### src/rtl/seq_pkg.sv
// Shared constants and helpers for the stepping-counter family.
// Direction/encoding codes plus width-generic binary-to-Gray and clamp helpers.
package seq_pkg;

  localparam logic DIR_UP   = 1'b0;
  localparam logic DIR_DN   = 1'b1;
  localparam logic ENC_BIN  = 1'b0;
  localparam logic ENC_GRAY = 1'b1;

  typedef logic [63:0] word_t;

  // Operates on a 64-bit word; callers zero-extend and truncate back to their width.
  function automatic word_t bin2gray(input word_t b);
    return b ^ (b >> 1);
  endfunction

  function automatic word_t clamp_below(input word_t v, input word_t lim);
    return (v >= lim) ? lim - word_t'(1) : v;
  endfunction

endpackage

### src/rtl/step_next_calc.sv
// Combinational next-count and wrap computation for the modulo-MOD stepping counter.
// Inputs s and l_val arrive already clamped to 0..MOD-1; priority is load > en > hold.
module step_next_calc
  import seq_pkg::*;
#(
  parameter int WIDTH = 4,
  parameter int MOD   = 16
) (
  input  logic [WIDTH-1:0] cnt,
  input  logic [WIDTH-1:0] s,
  input  logic             dir,
  input  logic             en,
  input  logic             load,
  input  logic [WIDTH-1:0] l_val,
  output logic [WIDTH-1:0] cnt_next,
  output logic             wrap_next
);

  // Modulus arithmetic is carried one bit wider since the modulus can equal 2^WIDTH.
  localparam logic [WIDTH:0] MOD_W = (WIDTH + 1)'(MOD);

  logic [WIDTH:0] sum;
  logic [WIDTH:0] sum_wrapped;
  logic [WIDTH:0] dn_wrapped;

  assign sum         = {1'b0, cnt} + {1'b0, s};
  assign sum_wrapped = sum - MOD_W;
  assign dn_wrapped  = {1'b0, cnt} + MOD_W - {1'b0, s};

  // NOTE: defaults first so every path assigns both outputs and no latch is inferred.
  always_comb begin
    cnt_next  = cnt;
    wrap_next = 1'b0;
    if (load) begin
      cnt_next = l_val;
    end else if (en && (s != '0)) begin
      if (dir == DIR_UP) begin
        if (sum >= MOD_W) begin
          cnt_next  = sum_wrapped[WIDTH-1:0];
          wrap_next = 1'b1;
        end else begin
          cnt_next = sum[WIDTH-1:0];
        end
      end else begin
        if (cnt < s) begin
          cnt_next  = dn_wrapped[WIDTH-1:0];
          wrap_next = 1'b1;
        end else begin
          cnt_next = cnt - s;
        end
      end
    end
  end

endmodule

### src/rtl/param_step_counter.sv
// Modulo-MOD up/down stepping counter with load, wrap pulse, terminal count and
// selectable binary/Gray output; all outputs are registered from the next count.
module param_step_counter
  import seq_pkg::*;
#(
  parameter int WIDTH = 4,
  parameter int MOD   = 16
) (
  input  logic             clk,
  input  logic             rst,
  input  logic             en,
  input  logic             dir,
  input  logic [WIDTH-1:0] step,
  input  logic             gray,
  input  logic             load,
  input  logic [WIDTH-1:0] load_val,
  output logic [WIDTH-1:0] q_out,
  output logic             wrap,
  output logic             tc
);

  localparam logic [WIDTH-1:0] CNT_MAX = WIDTH'(MOD - 1);
  localparam word_t            MOD_WORD = word_t'(MOD);

  logic [WIDTH-1:0] cnt_q, cnt_d;
  logic [WIDTH-1:0] q_q, q_d;
  logic             wrap_q, wrap_d;
  logic             tc_q, tc_d;
  logic [WIDTH-1:0] s_eff;
  logic [WIDTH-1:0] l_eff;

  assign s_eff = WIDTH'(clamp_below(word_t'(step), MOD_WORD));
  assign l_eff = WIDTH'(clamp_below(word_t'(load_val), MOD_WORD));

  step_next_calc #(
    .WIDTH (WIDTH),
    .MOD   (MOD)
  ) u_next (
    .cnt       (cnt_q),
    .s         (s_eff),
    .dir       (dir),
    .en        (en),
    .load      (load),
    .l_val     (l_eff),
    .cnt_next  (cnt_d),
    .wrap_next (wrap_d)
  );

  // Encoding and tc both look at the new count so q_out has no extra latency.
  always_comb begin
    q_d  = (gray == ENC_GRAY) ? WIDTH'(bin2gray(word_t'(cnt_d))) : cnt_d;
    tc_d = (dir == DIR_DN) ? (cnt_d == '0) : (cnt_d == CNT_MAX);
  end

  // NOTE: sequential state uses non-blocking assignments so all flops update together.
  always_ff @(posedge clk or posedge rst) begin
    if (rst) begin
      cnt_q  <= '0;
      q_q    <= '0;
      wrap_q <= 1'b0;
      tc_q   <= 1'b0;
    end else begin
      cnt_q  <= cnt_d;
      q_q    <= q_d;
      wrap_q <= wrap_d;
      tc_q   <= tc_d;
    end
  end

  assign q_out = q_q;
  assign wrap  = wrap_q;
  assign tc    = tc_q;

endmodule

### config.mk
export PLATFORM = sky130hd
export DESIGN_NAME = param_step_counter
export DESIGN_NICKNAME = d
export VERILOG_FILES = /design/src/rtl/seq_pkg.sv /design/src/rtl/step_next_calc.sv /design/src/rtl/param_step_counter.sv
export SDC_FILE = /design/constraint.sdc
export NUM_CORES = 1
export LEC_CHECK = 0
export CAP_MARGIN = 40
export CORE_UTILIZATION = 40
export DETAILED_ROUTE_END_ITERATION = 8
export GPL_TIMING_DRIVEN = 0
export PLACE_DENSITY = 0.68
export SLEW_MARGIN = 25
export SYNTH_ARGS = -nofsm -noshare
export SYNTH_HDL_FRONTEND = slang
export SYNTH_SLANG_ARGS = --single-unit
### constraint.sdc
create_clock -name clk -period 2.8 [get_ports clk]
set_clock_uncertainty 0.1 [all_clocks]
set_input_delay 0.42 -clock clk [delete_from_list [all_inputs] [get_ports clk]]
set_output_delay 0.42 -clock clk [all_outputs]
set_load 0.03 [all_outputs]
==> reports/metrics.csv, run 1 <==
stage,metric,value,unit
outcome,status,finished clean,
worst_setup_path,slowest_delay,0.48,ns
worst_setup_path,critical_path.max_fanout,3,
sta,holdWs,0.321,ns
synthesis,async_flop_share,100,%
synthesis,ys_ff_latch,9,
power_and_ir_drop,power.total,0.000493,W
global_route,grt_max_degree,11,
layout,diodes,0,
sta,relSlewSlack,71.8,%
sta,tightest_slew,0.419,ns
worst_setup_path,crit_chain,clkdlybuf4s50_1 > ha_2 > fa_1 > nor2_1 > a21oi_2 > xnor2_1 > a221o_2 > ha_1 > mux2_2,
global_route,grt_pass1_wl,2550,um
layout,drive_gt1_share,17.3,%
synthesis,synth_fa_ha_area_share,22.3,%
sta,final-max-slew-violation-count,0,
place,dp_hpwl,1170,um
synthesis,synth-edff-count,0,
synthesis,synth_top_family_by_area,adder cells,
worst_setup_path,path_class,primary input to flop,
clock_tree,cts_sinks,9,
power_and_ir_drop,vdd_drop_max,0.000337,V
clock_tree,cts_buffer_depth,2,
synthesis,synth_fp_nets,102,
clock_tree,htreeDepth,1,
routing,wl_per_cell,12.0,um
sta,setup_violations,0,
floorplan,rows,15,
sta,timing.final.crit_share,97.7,%
layout,syn2layout_area_growth,34.2,%
routing,first_pass_iters,4,
sta,fin_crit,2.73,ns
routing,finalWirelength,1480,um
worst_setup_path,cp-start-kind,primary input,
place,dp_slack,-0.259,ns
worst_setup_path,cp_slowest_cell,clkdlybuf4s50_1,
global_route,grt_remaining_overflow,0,
routing,vias,616,
synthesis,netlist-cell-type-count,28,
min_path,hold_path.class,primary input to async pin,
sta,max_freq,366,MHz
sta,layout_setup_ws,0.0657,ns
synthesis,avgSynthCellArea,9.73,um^2
worst_setup_path,worstPathRequired,2.85,ns
routing,postRouteAntennaNets,0,
worst_setup_path,critPathTopFamily,adder cells,
sta,rsz0062_at_grt,no,
sta,hold_viol_final,0,
global_route,track_usage,17.7,%
layout,mostFrequentLayoutCells,"17 x clkdlybuf4s50_1, 10 x inv_1, 9 x dfrtp_1",
clock_tree,cts_inserted_buffers,3,
routing,vias_per_cell,5.01,
global_route,grt_antenna_before_repair,0,
floorplan,coreArea,0.00173,mm^2
layout,fin_nets,125,
floorplan,pin_count,20,
synthesis,synth.area.mux_share,4.40,%
floorplan,die_h,45.0,um
flow_run,drv_cap,0,
clock_tree,tritoncts,built,
synthesis,synth-xor-area-share,3.55,%
place,portBuffers,18,
place,place_congestion,0.765,
floorplan,die_w,45.0,um
routing,drc,0,
routing,drt_iter0_drc,8,
worst_setup_path,cp-end-kind,flop,
synthesis,synth-simple-area-share,11.3,%
worst_setup_path,critPathBufInv,1,
synthesis,yosys_warnings,0,
floorplan,die_area,0.00202,mm^2
synthesis,synth_area,739,um^2
place,dp_cells,119,
power_and_ir_drop,leakagePower,0.453,nW
clock_tree,cts.clk_slew.worst_paths,0.06,ns
layout,layout.cells.most_common,clkdlybuf4s50_1,
synthesis,ys_seq_area_share,30.5,%
power_and_ir_drop,cellPowerDensity,496,mW/mm^2
floorplan,initial_core_util,42.8,%
sta,tns,0,ns
clock_tree,worstSkewPairLatency,0.26,ns
synthesis,netlist_instances,76,
synthesis,synthFlopType,dfrtp_1,
layout,layoutNonFillerInstCount,123,
clock_tree,cts_setup_buffers,0,
worst_setup_path,cp.arrival,2.78,ns
global_route,grt_pass1_vias,593,
synthesis,synth_compound_area_share,20.6,%
clock_tree,cts-root-buf,clkbuf_4,
-- state kept, by name (all words and copies together), names as in the netlist --
| name | cells |
|---|---|
| tc | 1 |
| wrap | 1 |
| cnt_q | 4 |
| q_out | 3 |
-- layer usage --
| layer | GRT usage (%) | share of wire, % | up-vias | routed length (um) |
|---|---|---|---|---|
| li1 | - | - | 307 | - |
| met1 | 21.8 | 46 | 294 | 685 |
| met2 | 29.9 | 50 | 15 | 738 |
| met3 | 7.20 | 3.8 | 0 | 56 |
| met4 | 1.82 | 0 | 0 | 0 |
| met5 | 0 | 0 | - | 0 |
-- cell type report --
cell class,count,area (um^2)
Buffer,3,16.3
Clock buffer,4,26.3
Fill cell,177,734
Inverter,10,37.5
Multi-Input combinational cell,54,473
Sequential cell,9,225
Tap cell,25,31.3
Timing Repair Buffer,18,183
-- repair_timing --
item                                    CTS  global route
pin swaps                                 0             1
endpoints found under the setup margin    1             1
hold buffers                              0             0
gates resized for setup                   1             4
-- synthesized netlist by cell type (2+ instances only) --
master   count  area [um^2]
fa_1         2         40.0
o21ai_0      3         15.0
mux2_2       2         22.5
a21oi_1      9         45.0
nand2_1      5         18.8
ha_1        10          125
inv_1       10         37.5
nor2b_1      2         12.5
xnor2_1      3         26.3
dfrtp_1      9          225
nor2_1       4         15.0
-- path summary, 6_finish.rpt --
check | slack (ns) | startpoint | cells past startpoint | endpoint
hold / removal | 0.32 | rst | 2 | cnt_q[3]$_DFF_PP0_
setup reg to reg | 0.35 | cnt_q[0]$_DFF_PP0_ | 8 | q_out[2]$_DFF_PP0_
setup / recovery | 0.07 | step[0] | 9 | q_out[2]$_DFF_PP0_
hold reg to reg | 0.66 | cnt_q[3]$_DFF_PP0_ | 2 | wrap$_DFF_PP0_
min in group clk | 0.55 | load | 3 | cnt_q[1]$_DFF_PP0_
max in group asynchronous | 2.02 | rst | 2 | q_out[0]$_DFF_PP0_
-- kinds of logic (layout without fill, tap and decap cells) --
group	after synthesis	after routing
buffers and inverters	13	35
AND/OR/NAND/NOR	16	16
multiplexers	3	3
XOR/XNOR	3	3
flip-flops	9	9
AO/OA/AOI/OAI	20	20
adder cells (fa/ha/maj)	12	12
-- worst reg2reg max path, cell delays in order, from the launching register on --
cell     delay, ns
dfrtp_1       0.40
ha_2          0.19
fa_1          0.41
nor2_1        0.15
a21oi_2       0.05
xnor2_1       0.16
a221o_2       0.35
ha_1          0.27
mux2_2        0.26
-- metrics by stage --
| stage | util [%] | cell area [um^2] |
|---|---|---|
| finish | 57.5 | 992 |
| global route | 57.5 | 992 |
| CTS | 56.8 | 981 |
| detailed placement | 55.1 | 951 |
| global placement | 55.1 | 951 |
| floorplan | - | 739 |
-- where the power goes --
part | internal (W) | total [W] | switching [W]
Sequential | 0.000151 | 0.000165 | 0.0000142
Clock | 0.0000549 | 0.000100 | 0.0000453
Combinational | 0.000108 | 0.000227 | 0.000120
Total | 0.000314 | 0.000493 | 0.000179
Power figures use the tool's default switching activity.
==> run 2, diff against run 1 <==
CTS_CLUSTER_SIZE = 20   (was not set)
HOLD_SLACK_MARGIN = 0.05   (was not set)
==> results of run 2 <==
Final layout, timing and power as in run 1 (identical DEF).
